## config.mk

```make
export PLATFORM = sky130hd
export DESIGN_NAME = mips_fetch_stage
export DESIGN_NICKNAME = d
export VERILOG_FILES = /design/src/rtl/mips_fetch_stage.sv
export SDC_FILE = /design/constraint.sdc
export NUM_CORES = 2
export LEC_CHECK = 0
export CORE_MARGIN = 2
export CORE_UTILIZATION = 25
export DETAILED_ROUTE_END_ITERATION = 10
export DONT_BUFFER_PORTS = 1
export HOLD_SLACK_MARGIN = 0.12
export PLACE_DENSITY = 0.49
export RECOVER_POWER = 100
export SKIP_CTS_REPAIR_TIMING = 1
export SLEW_MARGIN = 25
export SYNTH_ARGS = -nofsm -noshare
export SYNTH_HDL_FRONTEND = slang
export SYNTH_SLANG_ARGS = --single-unit
```

## constraint.sdc

```tcl
create_clock -name clock -period 10.1 [get_ports clock]
set_input_delay 2.02 -clock clock [delete_from_list [all_inputs] [get_ports clock]]
set_output_delay 2.02 -clock clock [all_outputs]
set_load 0.02 [all_outputs]
```

## src/rtl/mips_fetch_stage.sv

```systemverilog
// MIPS instruction fetch: PC, preloadable word memory, one registered instruction per cycle.
// One-cycle pc->instr latency; stall holds everything, redirect wins over stall and inserts a bubble.
module mips_fetch_stage #(
   parameter int          IMEM_DEPTH = 64,
   parameter logic [31:0] RESET_PC   = 32'h0000_0000
) (
   input  logic        clock,
   input  logic        reset,
   input  logic        load_en,
   input  logic [31:0] load_addr,
   input  logic [31:0] load_data,
   input  logic        stall,
   input  logic        redirect_valid,
   input  logic [31:0] redirect_pc,
   output logic [31:0] instr,
   output logic [31:0] instr_pc,
   output logic [31:0] pc_plus4,
   output logic        instr_valid,
   output logic        fault
);

   localparam int AW = $clog2(IMEM_DEPTH);

   typedef enum logic [1:0] {BOOT, RUN, FAULT} state_t;

   state_t      state_q, state_d;
   logic [31:0] pc_q, pc_d;
   logic [31:0] instr_q, instr_d;
   logic [31:0] instr_pc_q, instr_pc_d;
   logic [31:0] pc_plus4_q, pc_plus4_d;
   logic        instr_valid_q, instr_valid_d;
   logic        fault_q, fault_d;

   logic [31:0] mem [IMEM_DEPTH];
   logic        fetch_bad;
   logic        unused_load_bits;

   // Preload aliases modulo the depth, so only the index bits matter.
   assign unused_load_bits = ^{load_addr[1:0], load_addr[31:AW+2]};

   assign fetch_bad = (pc_q[1:0] != 2'b00) || (pc_q[31:2] >= 30'(IMEM_DEPTH));

   always_ff @(posedge clock) begin
      if (state_q == BOOT && load_en) begin
         mem[load_addr[AW+1:2]] <= load_data;
      end
   end

   always_comb begin
      state_d       = state_q;
      pc_d          = pc_q;
      instr_d       = instr_q;
      instr_pc_d    = instr_pc_q;
      pc_plus4_d    = pc_plus4_q;
      instr_valid_d = instr_valid_q;
      fault_d       = fault_q;
      case (state_q)
         BOOT: begin
            if (!load_en) state_d = RUN;
         end
         RUN: begin
            if (redirect_valid) begin
               pc_d          = redirect_pc;
               instr_d       = 32'h0;
               instr_valid_d = 1'b0;
            end else if (stall) begin
               state_d = RUN;
            end else if (fetch_bad) begin
               state_d       = FAULT;
               fault_d       = 1'b1;
               instr_d       = 32'h0;
               instr_valid_d = 1'b0;
            end else begin
               instr_d       = mem[pc_q[AW+1:2]];
               instr_pc_d    = pc_q;
               pc_plus4_d    = pc_q + 32'd4;
               instr_valid_d = 1'b1;
               pc_d          = pc_q + 32'd4;
            end
         end
         default: begin
            state_d = FAULT;
         end
      endcase
   end

   always_ff @(posedge clock or posedge reset) begin
      if (reset) begin
         state_q       <= BOOT;
         pc_q          <= RESET_PC;
         instr_q       <= 32'h0;
         instr_pc_q    <= 32'h0;
         pc_plus4_q    <= 32'h0;
         instr_valid_q <= 1'b0;
         fault_q       <= 1'b0;
      end else begin
         state_q       <= state_d;
         pc_q          <= pc_d;
         instr_q       <= instr_d;
         instr_pc_q    <= instr_pc_d;
         pc_plus4_q    <= pc_plus4_d;
         instr_valid_q <= instr_valid_d;
         fault_q       <= fault_d;
      end
   end

   assign instr       = instr_q;
   assign instr_pc    = instr_pc_q;
   assign pc_plus4    = pc_plus4_q;
   assign instr_valid = instr_valid_q;
   assign fault       = fault_q;

endmodule

```

==> flow_metrics.env <==
export IMPL_status="finished, violations left"
export IMPL_violations="capacitance limit, slew limit"
export IMPL_critPathCaptureType="flip-flop"
export IMPL_worst_pin_slew_ns=4.34
export IMPL_io_buffers=0
export IMPL_reg2reg_depth=8
export IMPL_fillCellCount=32300
export IMPL_finalWirelength_mm=254
export IMPL_grt_pass1_wl_mm=348
export IMPL_synth_main_ff_cell="edfxtp_1"
export IMPL_path_max_fanout=18
export IMPL_die_h_um=581
export IMPL_final_common_cell="edfxtp_1"
export IMPL_hp_start="pc_q[22]"
export IMPL_fin_tns_setup_ns=0
export IMPL_synth_edf_count=2048
export IMPL_startpoint_type="input port"
export IMPL_fmax_ghz=0.144
export IMPL_areaGrowthSynthToFinish_pct=15.0
export IMPL_cts_tree="done"
export IMPL_postSynthCellCount=3887
export IMPL_skew_ns=0.140
export IMPL_cts_root_buffer_cell="clkbuf_16"
export IMPL_crit_type="input port to flip-flop"
export IMPL_finalMaxSlewViolations=2533
export IMPL_max_cap_violations=116
export IMPL_hold_viol=0
export IMPL_clk_path_buf_depth=4
export IMPL_vdd_drop_max_mv=0.174
export IMPL_num_rows=211
export IMPL_start_util_pct=25.1
export IMPL_maxSlewHeadroom_pct=-189
export IMPL_die_x_um=581
export IMPL_layout_setup_ws_ns=3.14
export IMPL_grt_usage_pct=14.7
export IMPL_min_path_type="flip-flop to flip-flop"
export IMPL_cp_required_ns=10.57
export IMPL_finalPower_w=0.0240
export IMPL_r2r_end="instr[20]"
export IMPL_vias=41300
export IMPL_avgRoutedWirePerCell_um=29.5
export IMPL_synthesis_nets=3990
export IMPL_final_cells=8593
export IMPL_final_cell_mix="edfxtp_1 (2,048), mux4_2 (464), clkbuf_16 (236)"
export IMPL_hpwl_mm=144
export IMPL_rr_startpoint="pc_q[2]"
export IMPL_gp_congestion=0.772
export IMPL_multi_input_area_mm2=0.0171
export IMPL_hold_depth=2
export IMPL_grt_max_degree=93
export IMPL_path_clk_slew_ns=0.06
export IMPL_period_minus_slack_ns=6.96
export IMPL_ioPinCount=199
export IMPL_grt_pass1_vias=41600
export IMPL_synthDistinctLibCells=75
export IMPL_clock_latency_ns=0.93
export IMPL_yosysWarningCount=0
export IMPL_synthArstFlopShare_pct=5.97
export IMPL_antenna_found_initial=14
export IMPL_syn_area_mm2=0.0832
export IMPL_final_nets=4132
export IMPL_core_mm2=0.331
export IMPL_synth_top_area_share_pct=73.9
export IMPL_antenna_left=0
export IMPL_dieArea_mm2=0.337
export IMPL_drc=0
export IMPL_yosys_area_top_type="edfxtp_1"
export IMPL_ctsHtreeMaxLevel=4
export IMPL_min_to="pc_q[22]"
export IMPL_drtPass1Iterations=5
export IMPL_whs_ns=0.501
export IMPL_layout_drive_gt1_share_pct=21.8
export IMPL_yosys_top_cells_area="edfxtp_1 (74%), mux4_2 (13%), dfrtp_1 (3.9%)"
export IMPL_dp_slack_ns=4.93
export IMPL_fin_crit_sh_pct=68.9
export IMPL_ys_ff_latch=2178
export IMPL_drtIter0Drc=4904
export IMPL_rsz0062_at_grt="no"
export IMPL_finalSetupViolCount=0
export IMPL_r2r_setup_slack_ns=3.70
export IMPL_numCtsBuffers=234
export IMPL_cp_arrival_ns=7.43
export IMPL_powerDensity_mw_per_mm2=251
export IMPL_clkSinkCount=2178
export IMPL_dp_cells=8159
export IMPL_ys_seq_area_share_pct=77.9
export IMPL_gr_total_overflow=0
export IMPL_p_leak_nw=29.2
export IMPL_regArea_mm2=0.0648
export IMPL_postSynthAreaPerCell_um2=21.4
export IMPL_vias_per_cell=4.80
## registers in the layout (all words and copies together), names as in the netlist
signal       flops
state_q          2
pc_q            32
pc_plus4        30
instr           32
instr_valid      1
instr_pc        32
fault            1
mem           2048
## cell families (layout without fill, tap and decap cells)
kind of cell | Yosys count | count (layout) | synth area share (%)
flip-flops | 2178 | 2178 | 77.9
other | 0 | 7 | 0
buffers and inverters | 235 | 568 | 1.73
XOR/XNOR | 5 | 5 | 0.0527
adder cells (fa/ha/maj) | 2 | 2 | 0.0301
AO/OA/AOI/OAI | 384 | 384 | 3.30
AND/OR/NAND/NOR | 465 | 465 | 2.61
multiplexers | 618 | 618 | 14.4
## area by class of cell
cell class                      instances  area share, %
Tap cell                             4366           5.71
Multi-Input combinational cell       1474           17.9
Antenna cell                            7         0.0183
Inverter                               11         0.0471
Clock buffer                          316           6.82
Timing Repair Buffer                  130          0.826
Clock inverter                        111          0.905
Sequential cell                      2178           67.7
## through the flow
step | cell area, µm² | utilization, %
final | 95600 | 28.9
after global routing | 95600 | 28.9
after CTS | 96300 | 29.1
after detailed placement | 88900 | 26.9
after global placement | 88900 | 26.9
after floorplan | 83200 | -
## power by group
part           switching [W]  internal [W]  leakage [nW]  total [W]
combinational        0.00329       0.00233          5.44    0.00562
sequential          0.000178       0.00995          20.1     0.0101
clock                0.00353       0.00472          3.63    0.00825
## synth_stat cells (3+ instances only)
master,n
nor4_1,6
clkbuf_1,73
o221ai_1,3
o31ai_1,12
buf_6,44
a22oi_1,67
a2111oi_0,19
buf_1,14
nor3_1,11
nand4_1,10
edfxtp_1,2048
buf_2,55
nand3b_1,5
a221oi_1,7
o32ai_1,11
nor3b_1,3
nor2b_1,8
a32o_1,13
o211ai_1,5
inv_1,9
mux4_2,464
mux2_2,7
buf_4,36
a211o_1,3
o22a_1,9
o21ai_0,36
a22o_1,11
o21ai_1,6
o22ai_1,70
xor2_1,3
a211oi_1,48
nand3_1,53
nor2_1,115
mux2i_1,147
and2_1,54
a31oi_1,5
a21oi_1,41
or3_1,3
dfrtp_1,130
nand2b_1,4
nand2_1,175
## critical path, cell delays in order
cell and delay, ns:
nor4bb_1 0.23, clkbuf_1 0.64, nand2_1 0.53, nor2_1 2.15, clkbuf_1 1.76
## worst max path at each step
stage / startpoint / end / slack [ns] / cells past startpoint
2_1_floorplan: reset / fault / 4.61 / 1
3_3_place_gp: load_addr[4] / mem[15][22] / 4.89 / 5
3_5_place_dp: load_addr[4] / mem[15][4] / 4.93 / 5
4_1_cts: pc_q[3] / instr[14] / 5.55 / 8
5_1_grt: load_addr[4] / mem[3][15] / 3.00 / 5
6_report: load_addr[4] / mem[14][22] / 3.14 / 5
## per-layer routing
| metal | global-route usage [%] | wire length, µm |
|---|---|---|
| met3 | 3.05 | 19100 |
| met1 | 20.0 | 107000 |
| met2 | 23.9 | 120000 |
| met4 | 4.08 | 7890 |
| met5 | 0 | 10 |
Power figures use the tool's default switching activity.
